<file path="config.mk">
export PLATFORM = sky130hd
export DESIGN_NAME = tmr_scrub_ctrl
export DESIGN_NICKNAME = d
export VERILOG_FILES = /design/src/rtl/tmr_scrub_ctrl.sv
export SDC_FILE = /design/constraint.sdc
export NUM_CORES = 1
export LEC_CHECK = 0
export ABC_AREA = 1
export CAP_MARGIN = 20
export CORE_ASPECT_RATIO = 1.25
export CORE_MARGIN = 5
export CORE_UTILIZATION = 45
export CTS_BUF_LIST = sky130_fd_sc_hd__clkbuf_16
export CTS_CLUSTER_DIAMETER = 80
export DETAILED_ROUTE_END_ITERATION = 12
export GPL_TIMING_DRIVEN = 0
export PLACE_DENSITY = 0.78
export SETUP_SLACK_MARGIN = 0.05
export SLEW_MARGIN = 20
export SYNTH_ARGS = -nofsm -noshare
export SYNTH_HDL_FRONTEND = slang
export SYNTH_SLANG_ARGS = --single-unit
</file>
<file path="constraint.sdc">
create_clock -name clk -period 2.85 [get_ports clk]
set_input_delay 0.57 -clock clk [delete_from_list [all_inputs] [get_ports clk]]
set_output_delay 0.57 -clock clk [all_outputs]
set_load 0.005 [all_outputs]
</file>
<file path="src/rtl/tmr_scrub_ctrl.sv">
// tmr_scrub_ctrl: scrub sequencer and replica health monitor
// for a triple-modular-redundant counter.
module tmr_scrub_ctrl #(
    parameter int width        = 64,
    parameter int cnt_w        = 8,
    parameter int scrub_period = 16,
    parameter int fail_thresh  = 4
) (
    input  logic             clk,
    input  logic             rst,
    input  logic             start,
    input  logic             stop,
    input  logic [width-1:0] q_1,
    input  logic [width-1:0] q_2,
    input  logic [width-1:0] q_3,
    output logic             enable,
    output logic             resync,
    output logic [cnt_w-1:0] fault_cnt_1,
    output logic [cnt_w-1:0] fault_cnt_2,
    output logic [cnt_w-1:0] fault_cnt_3,
    output logic [2:0]       replica_failed,
    output logic             alarm,
    output logic [2:0]       state
);

    localparam int TW = $clog2(scrub_period);
    localparam logic [TW-1:0] RELOAD = TW'(scrub_period - 1);
    localparam logic [3:0] THR = 4'(fail_thresh);

    typedef enum logic [2:0] {
        S_IDLE   = 3'd0,
        S_RUN    = 3'd1,
        S_CHECK  = 3'd2,
        S_RESYNC = 3'd3,
        S_HALT   = 3'd4
    } state_t;

    state_t                  state_q;
    logic [TW-1:0]           timer_q;
    logic                    enable_q;
    logic                    resync_q;
    logic                    alarm_q;
    logic [2:0][cnt_w-1:0]   fcnt_q;
    logic [2:0][cnt_w-1:0]   fcnt_d;
    logic [2:0][3:0]         cons_q;
    logic [2:0][3:0]         cons_d;
    logic [2:0]              failed_q;
    logic [2:0]              failed_d;
    logic [2:0]              faulty_q;

    logic                    e12;
    logic                    e13;
    logic                    e23;
    logic                    maj_ok;
    logic [width-1:0]        maj_val;
    logic [2:0]              faulty_now;
    logic                    two_failed;

    // Majority vote and per-replica disagreement with it.
    always_comb begin
        e12 = (q_1 == q_2);
        e13 = (q_1 == q_3);
        e23 = (q_2 == q_3);
        maj_ok = e12 | e13 | e23;
        maj_val = (e12 | e13) ? q_1 : q_2;
        faulty_now[0] = maj_ok && (q_1 != maj_val);
        faulty_now[1] = maj_ok && (q_2 != maj_val);
        faulty_now[2] = maj_ok && (q_3 != maj_val);
    end

    // Statistics as they will stand after the RESYNC cycle.
    always_comb begin
        fcnt_d = fcnt_q;
        cons_d = cons_q;
        failed_d = failed_q;
        for (int i = 0; i < 3; i++) begin
            if (faulty_q[i]) begin
                if (fcnt_q[i] != {cnt_w{1'b1}}) begin
                    fcnt_d[i] = fcnt_q[i] + cnt_w'(1);
                end
                if (cons_q[i] != 4'hf) begin
                    cons_d[i] = cons_q[i] + 4'd1;
                end
                if (cons_d[i] >= THR) begin
                    failed_d[i] = 1'b1;
                end
            end else begin
                cons_d[i] = 4'd0;
            end
        end
        two_failed = (failed_d[0] & failed_d[1])
                   | (failed_d[0] & failed_d[2])
                   | (failed_d[1] & failed_d[2]);
    end

    // Sequencer with registered outputs matching the next state.
    always_ff @(posedge clk) begin
        if (rst) begin
            state_q  <= S_IDLE;
            timer_q  <= '0;
            enable_q <= 1'b0;
            resync_q <= 1'b0;
            alarm_q  <= 1'b0;
            fcnt_q   <= '0;
            cons_q   <= '0;
            failed_q <= '0;
            faulty_q <= '0;
        end else begin
            enable_q <= 1'b0;
            resync_q <= 1'b0;
            alarm_q  <= 1'b0;
            unique case (state_q)
                S_IDLE: begin
                    if (start && !stop) begin
                        state_q  <= S_RUN;
                        timer_q  <= RELOAD;
                        enable_q <= 1'b1;
                    end
                end
                S_RUN: begin
                    if (!maj_ok) begin
                        state_q <= S_HALT;
                        alarm_q <= 1'b1;
                    end else if (stop) begin
                        state_q <= S_IDLE;
                    end else if (timer_q == '0) begin
                        state_q <= S_CHECK;
                    end else begin
                        timer_q  <= timer_q - TW'(1);
                        enable_q <= 1'b1;
                    end
                end
                S_CHECK: begin
                    faulty_q <= faulty_now;
                    if (!maj_ok) begin
                        state_q <= S_HALT;
                        alarm_q <= 1'b1;
                    end else if (|faulty_now) begin
                        state_q  <= S_RESYNC;
                        resync_q <= 1'b1;
                    end else begin
                        state_q  <= S_RUN;
                        timer_q  <= RELOAD;
                        enable_q <= 1'b1;
                        cons_q   <= '0;
                    end
                end
                S_RESYNC: begin
                    fcnt_q   <= fcnt_d;
                    cons_q   <= cons_d;
                    failed_q <= failed_d;
                    if (two_failed) begin
                        state_q <= S_HALT;
                        alarm_q <= 1'b1;
                    end else if (stop) begin
                        state_q <= S_IDLE;
                    end else begin
                        state_q  <= S_RUN;
                        timer_q  <= RELOAD;
                        enable_q <= 1'b1;
                    end
                end
                S_HALT: begin
                    alarm_q <= 1'b1;
                end
                default: begin
                    state_q <= S_IDLE;
                end
            endcase
        end
    end

    assign enable         = enable_q;
    assign resync         = resync_q;
    assign alarm          = alarm_q;
    assign state          = state_q;
    assign replica_failed = failed_q;
    assign fault_cnt_1    = fcnt_q[0];
    assign fault_cnt_2    = fcnt_q[1];
    assign fault_cnt_3    = fcnt_q[2];

endmodule

</file>
* Word level (Yosys, flattened, before mapping) *
Cells that the tools add are included.

word-level totals
  bits in registers = 52
  logic and storage cells = 126
  output and inout port bits = 33

cells by class
  order comparisons = 3
  reductions and logical operators = 18
  equal/unequal tests = 25
  bitwise logic cells = 10
  $add $sub $neg = 7
  multiplexer cells = 50

operator list
  kind                 number
  $eq 64x64->1         3
  $ne 64x64->1         3
  $mux 4               17
  $mux 64              1
  $add 8x1->8 const B  3
  $mux 12              2
  $ne 8x8->1 const B   3
  $pmux 12 s2          1
  $mux 1               18
  $mux 3               6
  $ne 2x2->1 const B   8
  $ne 4x4->1 const B   4
  $pmux 4 s4           1
  $pmux 3 s5           1
  $reduce_and 3->1     5
  $add 4x1->4 const B  3
  $ge 4x3->1 const B   3
  $reduce_and 9->1     1
  $eq 3x2->1 const B   2
  $reduce_or 3->1      2
  $logic_and 1x1->1    4
  $logic_not 4->1      1
  $or 1x1->1           4
  $pmux 1 s4           1
  12 further kinds     16

* Depth between registers and ports, before layout *
Gate-level depths: netlist of run 1.

  depth in word-level cells = 11
  depth in mapped cells = 28

* Worst setup path before layout of run 1 *
No wires, ideal clock.

  path type = in2reg
  start = input port q_2[53]
  end = register timer_q[1]
  data required time = 2.735 ns
  stages on the path = 25
  data arrival time = 2.566 ns
  library setup time = 0.115 ns
  slack = 0.169 ns
  cell sequence = inv_1 -> nand2_1 -> a21oi_1 -> nand2_1 -> nor2_1 -> nand2_1 -> nor2_1 -> nand2_2 -> buf_2 -> buf_6 -> nand3_1 -> nand2_1 -> nand2_1 -> nand4_1 -> nor2_1 -> nand2_1 -> nor2_1 -> nand2_1 -> nand2_2 -> nand2_1 -> nand2_1 -> buf_6 -> nand3_1 -> nand2_1 -> nor2_1

on the way
  longest elaborated chain between the ends = 8
  elaborated cells between the ends (all ways) = 16

RTL lines
  element                               line        source
  start, declared                       14          input logic [width-1:0] q_2,
  $eq 64x64->1                          61          e12 = (q_1 == q_2);
  $or 1x1->1                            64, 65
  $mux 64                               65          maj_val = (e12 | e13) ? q_1 : q_2;
  $ne 64x64->1 (on tied branches)       66, 67, 68
  $logic_and 1x1->1 (on tied branches)  66, 67, 68
  $reduce_or 3->1                       138         end else if (|faulty_now) begin
  $ne 2x2->1 (no line)                  n/a
  $reduce_and 9->1 (no line) (*)        n/a
  end signal, assigned                  129         timer_q <= timer_q - TW'(1);
  end, declared                         39          logic [TW-1:0] timer_q;

Every way passes the cells marked *; elsewhere a longest branch is shown, timed or not.
A chain may end at the register's enable or synchronous reset.

* Worst setup path after layout of run 1 *
  start = input port q_3[9]
  end = register cons_q[6] in the netlist's numbering

on the way
  longest elaborated chain between the ends = 8
  elaborated cells between the ends (all ways) = 15

RTL lines
  element                               line        source
  start, declared                       15          input logic [width-1:0] q_3,
  $eq 64x64->1                          62          e13 = (q_1 == q_3);
  $or 1x1->1                            64, 65
  $mux 64                               65
  $ne 64x64->1 (on tied branches)       66, 67, 68
  $logic_and 1x1->1 (on tied branches)  66, 67, 68
  $reduce_or 3->1                       138
  $ne 2x2->1 (no line)                  n/a
  $reduce_and 3->1 (no line) (*)        n/a
  end signal, assigned                  150         cons_q <= cons_d;
  end, declared                         45          logic [2:0][3:0] cons_q;

Marks and branches as above.

==> results.toml, run 1 <==
[setup_path]
crit_required_ns = 3.01
crit_chain = "clkbuf_2 > inv_1 > nand2_1 > nand2_1 > nor2_2 > nand2_1 > nor2_1 > nand2_1 > nor2_2 > nand2_4 > nand2_8 > buf_12 > buf_8 > nand2_1 > o21ai_1 > xor2_1 > nand4_1 > nor2_1 > nand2_1 > nand2_2 > nand3_4 > buf_6 > nand3_2 > a21oi_1"
cp-start-kind = "primary input"
timing.critical_path.slowest_cell_delay_ns = 0.21
critical_path_peak_fanout = 6
cpMaxStageDelayCell = "sky130_fd_sc_hd__nand4_1"
path_common_cell = "sky130_fd_sc_hd__nand2_1"
worstPathArrival_ns = 3.30
critPathKind = "in2reg"
endpoint_kind = "flop"

[logic_synthesis]
synth.cell_area_mm2 = 0.00709
synth.most_common_cell = "sky130_fd_sc_hd__nand2_1"
edff_count_synth = 0
yosysWarningCount = 0
synth_top_family_by_area = "simple AND/OR/NAND/NOR gates"
post_synth_xor_area_fraction = 0.101
synth_compound_area_frac = 0.0621
dominantRegCellSynth = "sky130_fd_sc_hd__dfxtp_1"
post_synth_inst_count = 1401
muxShareOfSynthArea = 0
mappedNetlistNets = 1604
synth-async-reset-ratio = 0
synth.largest_area_cell = "sky130_fd_sc_hd__nand2_1"
netlist_top_cells_count = "sky130_fd_sc_hd__nand2_1, sky130_fd_sc_hd__inv_1, sky130_fd_sc_hd__nor2_1, sky130_fd_sc_hd__nand3_1, sky130_fd_sc_hd__xor2_1"
synth_top_cells_by_area = "sky130_fd_sc_hd__nand2_1, sky130_fd_sc_hd__dfxtp_1, sky130_fd_sc_hd__inv_1"
synth_cell_type_count = 33
sequential_share_of_the_synthesized_area = 0.147
yosys.area_share.adder = 0.0124
syn_avg_cell_area_um2 = 5.06
ys_seq_elements = 52
simple_gate_portion_of_the_synthesized_area = 0.545
synth.top_cell.area_share = 0.293

[sta]
drv_slew = 0
setup_violations = 20
achievable-frequency_mhz = 318
worst-slew-pin-transition_ns = 0.738
worst_hold_slack_ns = 0.487
worst_slack_ns = -0.295
timing.final.crit_share = 1.10
clock_skew_ns = 0.00651
finalHoldViolCount = 0
timing.max_slew.rel_slack = 0.508
setup_repair_after_global_routing_missed_its_margin = "yes"
post_route_minimum_period_ns = 3.14

[cts]
numCtsBuffers = 5
cts_sinks = 52
insertion_delay_ns = 0.30
cts_htree_levels = 2
clk_pin_slew_ns = 0.08
cts.root.buffer_cell = "sky130_fd_sc_hd__clkbuf_16"
cts-root-to-sink-buffers = 2
tritoncts = "yes"

[pwr]
irDropWorstVdd_mv = 0.500
cellLeakagePower_nw = 5.92
cellPowerDensity_mw_per_mm2 = 262

[route]
drt_wl_total_um = 28900
detail-route-antenna-nets = 0
drt_pass1_iterations = 5
routedWlPerCell_um = 15.3
routed_via_density = 5.14
dr.first_iter.drc_count = 529
routed-via-count = 9704
route.detailed.drc = 0

[status]
outcome = "finished with violations"
failed_checks = "setup timing"

[die]
die_height_um = 150
dieArea_mm2 = 0.0184
rows = 51
floorplan.core_area_mm2 = 0.0155
ios = 229
chipWidth_um = 122
start_util = 0.457

[cells_and_area]
post_layout_nonfiller_instances = 1888
fillerInstances = 1522
fin_nets = 1868
fin_util = 0.672
area_delta_synth_final_pct = 46.9
final_layout_size_suffix_gt1_frac = 0.200

[placement]
port_buffers = 228
detailedPlacementHpwl_um = 22900
gp_congestion = 1.00
dp.cells = 1841

[global_routing]
largest_net_degree_at_the_start_of_global_routing = 17
first_pass_grt_wire_length_um = 43600
grt_residual_overflow = 0
vias_in_the_first_global_route = 9035
antenna_found_initial = 12
groute.usage.overall = 0.296

[job]
cap_viol_max_count = 0

[min_path]
hold_path.class = "reg2reg"
-- final timing paths --
path,start,endpoint,slack (ns),depth (start not counted)
setup / recovery,q_3[9],cons_q[6],-0.29,24
hold / removal,fault_cnt_2[7],fault_cnt_2[7],0.49,2
setup reg to reg,cons_q[4],timer_q[1],0.31,13
hold reg to reg,fault_cnt_2[7],fault_cnt_2[7],0.49,2
-- where the power goes --
| group | internal [mW] | leakage (nW) | switching, mW |
|---|---|---|---|
| sequential | 0.768 | 0.420 | 0.0383 |
| clock | 0.416 | 0.0857 | 0.294 |
| combinational | 0.524 | 5.41 | 0.687 |
| total | 1.71 | 5.92 | 1.02 |
-- cells by family after synthesis --
logic type      after synthesis
fa+ha+maj                     7
buf+inv                     237
simple gates                939
compound gates               84
xor+xnor                     82
flops                        52
-- metrics by stage --
stage	cell area [um2]	power, mW	setup slack [ns]	setup TNS [ns]
after floorplan	7090	1.41	0.169	0
after global placement	9640	1.96	-1.16	-23.18
after detailed placement	9640	1.97	-1.20	-23.78
after CTS	9940	2.68	-0.582	-10.23
after global routing	10400	2.91	-0.448	-8.24
final	10400	2.73	-0.295	-5.11
-- per-layer routing --
metal,track usage,up-vias,part of all wire
met5,0,-,0.0011
met4,0.149,6,0.051
met3,0.0665,104,0.083
met2,0.539,392,0.49
met1,0.319,4335,0.37
li1,-,4867,-
-- cell type report --
| cell class | count | area, um2 | share of cell area |
|---|---|---|---|
| Tap cell | 212 | 265 | 0.0255 |
| Antenna cell | 10 | 25.0 | 0.00240 |
| Clock inverter | 3 | 42.5 | 0.00409 |
| Multi-Input combinational cell | 1112 | 5620 | 0.539 |
| Timing Repair Buffer | 257 | 2270 | 0.218 |
| Sequential cell | 52 | 1040 | 0.100 |
| Buffer | 23 | 214 | 0.0205 |
| Inverter | 214 | 811 | 0.0779 |
| Clock buffer | 5 | 125 | 0.0120 |
-- worst max-delay path, delay by kind of cell --
| kind | cells | cell delay (ns) |
|---|---|---|
| buffers and inverters | 5 | 0.66 |
| AOI/OAI and AO/OA | 2 | 0.16 |
| and+or+nand+nor | 16 | 1.71 |
| xor gates and xnor gates | 1 | 0.17 |
-- layout by cell type (no fill, tap or decap), types with 22 or more instances in the layout --
cell type                         count
sky130_fd_sc_hd__nand2_1            528
sky130_fd_sc_hd__inv_1              179
sky130_fd_sc_hd__nor2_1             150
sky130_fd_sc_hd__nand3_1             94
sky130_fd_sc_hd__clkbuf_2            92
sky130_fd_sc_hd__dlymetal6s2s_1      76
sky130_fd_sc_hd__dfxtp_1             52
sky130_fd_sc_hd__xor2_1              45
sky130_fd_sc_hd__clkdlybuf4s50_1     36
sky130_fd_sc_hd__inv_2               35
sky130_fd_sc_hd__nor2_2              33
sky130_fd_sc_hd__a21oi_1             29
sky130_fd_sc_hd__o21ai_0             27
sky130_fd_sc_hd__xnor2_1             27
sky130_fd_sc_hd__nand2_2             25
sky130_fd_sc_hd__buf_4               24
sky130_fd_sc_hd__nand4_1             22
-- sequential cells by signal, indices dropped and copies added, names as in the netlist, 3 cells and up --
signal / flops
cons_q: 12
faulty_q: 3
state: 3
replica_failed: 3
timer_q: 4
fault_cnt_3: 8
fault_cnt_2: 8
fault_cnt_1: 8
-- what timing repair did --
item,4_1_cts,5_1_grt
resized for setup,103,507
cloned,1,5
hold buffers,0,0
pin swaps,22,101
hold endpoints to repair,0,0
setup endpoints to repair,23,24
buffers inserted,12,11
Power figures use the tool's default switching activity.
==> run 2, diff against run 1 <==
- CORE_MARGIN: 5 -> 2
==> run 2 against run 1 <==
Effect of this change: the run still ends with setup timing left; total power is 3.3% lower; global-route usage grew 1.8 points; sequential cell count did not move; count of clock-buffer cells in the layout unchanged; critical path depth grew 1; maximum frequency barely moved; non-clock buffer count down 7; largest power group unchanged; highest routed layer unchanged.
==> results.toml, run 2 (synthesis results as in run 1) <==
[die]
dieArea_mm2 = 0.0168
start_util = 0.457
rows = 51
ios = 229
chipWidth_um = 116
floorplan.core_area_mm2 = 0.0155
die_height_um = 144

[cells_and_area]
post_layout_nonfiller_instances = 1879
commonest_non_fill_non_tap_cell_in_the_layout = "sky130_fd_sc_hd__nand2_1"
fin_nets = 1861
largest_register_ff_count = 12
final_layout_size_suffix_gt1_frac = 0.198
final_cell_mix = "sky130_fd_sc_hd__nand2_1, sky130_fd_sc_hd__inv_1, sky130_fd_sc_hd__nor2_1"
multi_input_comb_area_mm2 = 0.00543
fillerInstances = 1645
area_delta_synth_final_pct = 38.0
seq_area_mm2 = 0.00104
largest-register = "cons_q"

[sta]
drv_slew = 0
worst_slack_ns = -0.293
worst-slew-pin-transition_ns = 0.664
timing.max_slew.rel_slack = 0.553
setup_repair_after_global_routing_missed_its_margin = "yes"
setup_violations = 19
clock_skew_ns = 0.00618
timing.final.crit_share = 1.10
post_route_minimum_period_ns = 3.14
finalHoldViolCount = 0
fin_setup_tns_ns = -4.63
achievable-frequency_mhz = 318

[route]
routedWlPerCell_um = 14.5
dr.first_iter.drc_count = 562
routed-via-count = 9467
detail-route-antenna-nets = 0
drt_pass1_iterations = 6
routed_via_density = 5.04
drt_wl_total_um = 27200
route.detailed.drc = 0

[pwr]
pwr-share-seq = 0.305
irDropWorstVdd_mv = 0.416
power_mw = 2.64
p_clk_frac = 0.238
power_switching_share = 0.386
cellLeakagePower_nw = 5.49
combinational_share_of_power = 0.457
netSwitchingPower_mw = 1.02
cellPowerDensity_mw_per_mm2 = 270
power_report.internal_total_mw = 1.62

[min_path]
hold_path_depth = 2
hold_path.class = "reg2reg"
hp-start = "fault_cnt_2[7]"
min_to = "fault_cnt_2[7]"

[cts]
tritoncts = "yes"
cts-root-to-sink-buffers = 2
cts_htree_levels = 2
cts_sinks = 52
insertion_delay_ns = 0.30
cts.root.buffer_cell = "sky130_fd_sc_hd__clkbuf_16"
numCtsBuffers = 5
clk_pin_slew_ns = 0.07

[global_routing]
antenna_found_initial = 6
vias_in_the_first_global_route = 8645
global_route.peak_usage_layer = "met2"
groute.usage.overall = 0.314
largest_net_degree_at_the_start_of_global_routing = 19
met3_usage = 0.0604
global_route.usage.met2 = 0.580
met1_layer_usage_reported_by_global_route = 0.336
first_pass_grt_wire_length_um = 41100
grt_residual_overflow = 0

[setup_path]
worstPathArrival_ns = 3.31
endpoint_kind = "flop"
critical_path_peak_fanout = 10
crit-reg2reg-capture = "timer_q[1]"
timing.reg2reg.setup_slack_ns = 0.49
worst-r2r-cell-count = 13
cp-start-kind = "primary input"
critPathKind = "in2reg"
crit_required_ns = 3.01
reg2reg_from = "cons_q[0]"

[placement]
gp_congestion = 0.970
port_buffers = 228
dp.cells = 1841
detailedPlacementHpwl_um = 22300

[status]
outcome = "finished with violations"
failed_checks = "setup timing"

[job]
cap_viol_max_count = 0
-- run 2: metal layers --
metal  part of all wire  wire length, um
met1               0.36             9930
met4              0.050             1360
met2               0.50            13500
met3              0.089             2440
met5            0.00048               13
-- run 2: power by group through the flow --
stage / clock (mW) / sequential (mW) / combinational (mW)
2_1_floorplan: 0 / 0.812 / 0.600
3_3_place_gp: 0 / 0.816 / 1.15
3_5_place_dp: 0 / 0.818 / 1.16
4_1_cts: 0.635 / 0.802 / 1.12
5_1_grt: 0.664 / 0.809 / 1.33
6_report: 0.628 / 0.804 / 1.21
-- run 2: worst max-delay path, cell delays in order --
cell                              delay (ns)
sky130_fd_sc_hd__clkdlybuf4s15_1        0.23
sky130_fd_sc_hd__xor2_1                 0.16
sky130_fd_sc_hd__nor2_1                 0.10
sky130_fd_sc_hd__nand2_1                0.06
sky130_fd_sc_hd__nor2_2                 0.15
sky130_fd_sc_hd__nand2_2                0.08
sky130_fd_sc_hd__nor2_4                 0.12
sky130_fd_sc_hd__nand2_4                0.08
sky130_fd_sc_hd__nand2_4                0.10
sky130_fd_sc_hd__buf_8                  0.13
sky130_fd_sc_hd__buf_12                 0.12
sky130_fd_sc_hd__clkinvlp_4             0.15
sky130_fd_sc_hd__nand2_2                0.11
sky130_fd_sc_hd__nand2_2                0.06
sky130_fd_sc_hd__nor2_2                 0.11
sky130_fd_sc_hd__nand3_2                0.06
sky130_fd_sc_hd__nor2_1                 0.11
sky130_fd_sc_hd__nand2_1                0.07
sky130_fd_sc_hd__nor2_1                 0.10
sky130_fd_sc_hd__nand2_1                0.09
sky130_fd_sc_hd__nand2_2                0.09
sky130_fd_sc_hd__nand3_2                0.11
sky130_fd_sc_hd__buf_6                  0.17
sky130_fd_sc_hd__nand3_1                0.07
sky130_fd_sc_hd__a21oi_1                0.07
-- run 2: timing repair --
| item | in CTS | in global routing |
|---|---|---|
| gates cloned | 1 | 0 |
| pin swaps | 35 | 93 |
| setup buffers | 13 | 8 |
| resized for setup | 198 | 467 |
| hold buffers | 0 | 0 |
| endpoints found under the setup margin | 23 | 24 |
-- run 2: through the flow --
stage | utilization | area [um2] | setup WS (ns) | hold slack (ns)
after global placement | 0.622 | 9640 | -1.23 | 0.466
final | 0.631 | 9790 | -0.293 | 0.492
after CTS | 0.635 | 9850 | -0.548 | 0.488
after floorplan | - | 7090 | 0.169 | 0.455
after detailed placement | 0.622 | 9640 | -1.25 | 0.478
after global routing | 0.630 | 9770 | -0.439 | 0.524
-- run 2: worst max-delay path by stage --
stage                  from          to  cells past startpoint
global placement    q_1[28]  cons_q[10]                     23
CTS                 q_3[30]  timer_q[2]                     28
finish              q_2[63]   cons_q[4]                     25
floorplan           q_2[53]  timer_q[1]                     25
detailed placement  q_1[28]   cons_q[1]                     23
global route        q_1[11]  timer_q[1]                     26
-- run 2: area by class of cell --
| type | count | area share |
|---|---|---|
| repair buffers | 250 | 0.193 |
| multi-input cells | 1112 | 0.555 |
| clock inverters | 3 | 0.00281 |
| diodes | 8 | 0.00205 |
| flip-flops and latches | 52 | 0.106 |
| inverters | 214 | 0.0825 |
| clock buffers | 5 | 0.0128 |
| plain buffers | 23 | 0.0185 |
| well taps | 212 | 0.0271 |
==> run 3, diff against run 2 <==
- PLACE_DENSITY: 0.78 -> 0.89
==> run 3 against run 2 <==
Effect of this change: clock skew down 0.0019 ns; critical endpoint is now state[1]; sequential share of layout area down 0.44 points; clock power up 14%; the run still ends with setup timing left.
==> results.toml, run 3 (synthesis results as in run 1) <==
[cts]
clk_pin_slew_ns = 0.07
insertion_delay_ns = 0.29
cts.root.buffer_cell = "sky130_fd_sc_hd__clkbuf_16"
hold_buffers = 0
cts_htree_levels = 2
cts_sinks = 52
tritoncts = "yes"
numCtsBuffers = 5
cts-root-to-sink-buffers = 2

[global_routing]
antenna_found_initial = 12
grt_residual_overflow = 0
largest_net_degree_at_the_start_of_global_routing = 18
first_pass_grt_wire_length_um = 41400
groute.usage.overall = 0.311
vias_in_the_first_global_route = 8837

[cells_and_area]
fillerInstances = 1425
final_cell_mix = "sky130_fd_sc_hd__nand2_1, sky130_fd_sc_hd__inv_1, sky130_fd_sc_hd__nor2_1"
fin_nets = 1855
largest_register_ff_count = 12
largest-register = "cons_q"
fin_util = 0.658
final_layout_size_suffix_gt1_frac = 0.174
commonest_non_fill_non_tap_cell_in_the_layout = "sky130_fd_sc_hd__nand2_1"
seq_area_mm2 = 0.00104
area_delta_synth_final_pct = 43.9
multi_input_comb_area_mm2 = 0.00552

[setup_path]
path_common_cell = "sky130_fd_sc_hd__nand2_1"
crit_cells = 27
critical_path.top_delay_family = "simple AND/OR/NAND/NOR gates"
crit-reg2reg-capture = "timer_q[2]"
reg2reg_from = "cons_q[4]"
crit_required_ns = 3.02
cp-start-kind = "primary input"
critical_path_peak_fanout = 5
setup.worst_path.start = "q_1[46]"
worst-r2r-cell-count = 13
worstPathArrival_ns = 3.48
worstSetupEndpoint = "state[1]"
endpoint_kind = "flop"
timing.critical_path.slowest_cell_delay_ns = 0.24
timing.reg2reg.setup_slack_ns = 0.42
critPathKind = "in2reg"
crit_buf_inv = 3
cpMaxStageDelayCell = "sky130_fd_sc_hd__nor2_1"

[placement]
port_buffers = 228
detailedPlacementHpwl_um = 22100
gp_congestion = 1.01

[sta]
setup_repair_after_global_routing_missed_its_margin = "yes"
achievable-frequency_mhz = 302
setup_violations = 20
worst-slew-pin-transition_ns = 0.714
timing.max_slew.rel_slack = 0.522
finalHoldViolCount = 0
drv_slew = 0
clock_skew_ns = 0.00431
timing.final.crit_share = 1.16
fin_setup_tns_ns = -7.57
worst_slack_ns = -0.461
post_route_minimum_period_ns = 3.31

[die]
start_util = 0.457
ios = 229
rows = 51
chipWidth_um = 116
die_height_um = 144
dieArea_mm2 = 0.0168
floorplan.core_area_mm2 = 0.0155

[route]
detail-route-antenna-nets = 0
drt_pass1_iterations = 7
drt_wl_total_um = 28500
route.detailed.drc = 0
routedWlPerCell_um = 15.2
routed_via_density = 5.28
dr.first_iter.drc_count = 843
routed-via-count = 9916

[status]
failed_checks = "setup timing"
outcome = "finished with violations"

[pwr]
netSwitchingPower_mw = 1.03
power_switching_share = 0.376
power_report.internal_total_mw = 1.71
cellPowerDensity_mw_per_mm2 = 269
irDropWorstVdd_mv = 0.475
pwr-share-seq = 0.293
cellLeakagePower_nw = 5.88
combinational_share_of_power = 0.446
p_clk_frac = 0.261
power_mw = 2.75

[job]
cap_viol_max_count = 0

[min_path]
hold_path.class = "reg2reg"
run 3: per-stage QoR:
step | instances | hold slack [ns] | instance area (um2) | setup slack, ns
3_3_place_gp | 1841 | 0.471 | 9640 | -1.15
3_5_place_dp | 1841 | 0.482 | 9640 | -1.19
5_1_grt | 1875 | 0.511 | 10200 | -0.556
2_1_floorplan | 1401 | 0.455 | 7090 | 0.169
6_report | 1878 | 0.489 | 10200 | -0.461
4_1_cts | 1854 | 0.490 | 9890 | -0.542
run 3: worst register-to-register path, cell delays in order (launching register included):
cell	delay (ns)
sky130_fd_sc_hd__dfxtp_1	0.36
sky130_fd_sc_hd__ha_1	0.22
sky130_fd_sc_hd__or2_2	0.27
sky130_fd_sc_hd__nand2_1	0.06
sky130_fd_sc_hd__a21oi_1	0.09
sky130_fd_sc_hd__nor3_1	0.33
sky130_fd_sc_hd__o21ai_0	0.15
sky130_fd_sc_hd__nand3_1	0.11
sky130_fd_sc_hd__nand2_1	0.16
sky130_fd_sc_hd__nor3_4	0.24
sky130_fd_sc_hd__buf_12	0.15
sky130_fd_sc_hd__nand3_1	0.08
sky130_fd_sc_hd__nand2_1	0.06
sky130_fd_sc_hd__nor2_1	0.05
run 3: what timing repair did:
action                     CTS  global route
setup endpoints to repair   23            24
cloned                       1             2
resized for setup           83           452
pin swaps                   13            70
setup buffers                4            10
run 3: area by class of cell:
class,instances,share of cell area
Inverter,214,0.0791
Antenna cell,13,0.00319
Sequential cell,52,0.102
Clock buffer,5,0.0123
Multi-Input combinational cell,1112,0.541
Tap cell,212,0.0260
Timing Repair Buffer,245,0.210
Buffer,22,0.0216
Clock inverter,3,0.00454
run 3: worst min-delay path by stage:
stage / startpoint / endpoint / slack (ns) / cells after the start
finish: cons_q[11] / cons_q[11] / 0.49 / 2
floorplan: faulty_q[0] / faulty_q[0] / 0.45 / 2
global route: cons_q[11] / cons_q[11] / 0.51 / 2
detailed placement: cons_q[11] / cons_q[11] / 0.48 / 2
global placement: cons_q[11] / cons_q[11] / 0.47 / 2
CTS: cons_q[11] / cons_q[11] / 0.49 / 2
run 3: power groups by stage:
stage | registers (mW) | logic [mW] | clock network [mW]
2_1_floorplan | 0.812 | 0.600 | 0
5_1_grt | 0.809 | 1.34 | 0.743
6_report | 0.805 | 1.23 | 0.717
3_3_place_gp | 0.817 | 1.14 | 0
3_5_place_dp | 0.816 | 1.16 | 0
4_1_cts | 0.801 | 1.16 | 0.708
run 3: routing by layer:
layer,wire (um),vias up,part of all wire,GRT usage
met5,0,-,0,0
met4,1750,0,0.062,0.174
met3,3080,143,0.11,0.0641
met2,13800,541,0.48,0.561
met1,9850,4402,0.35,0.334
li1,-,4830,-,-
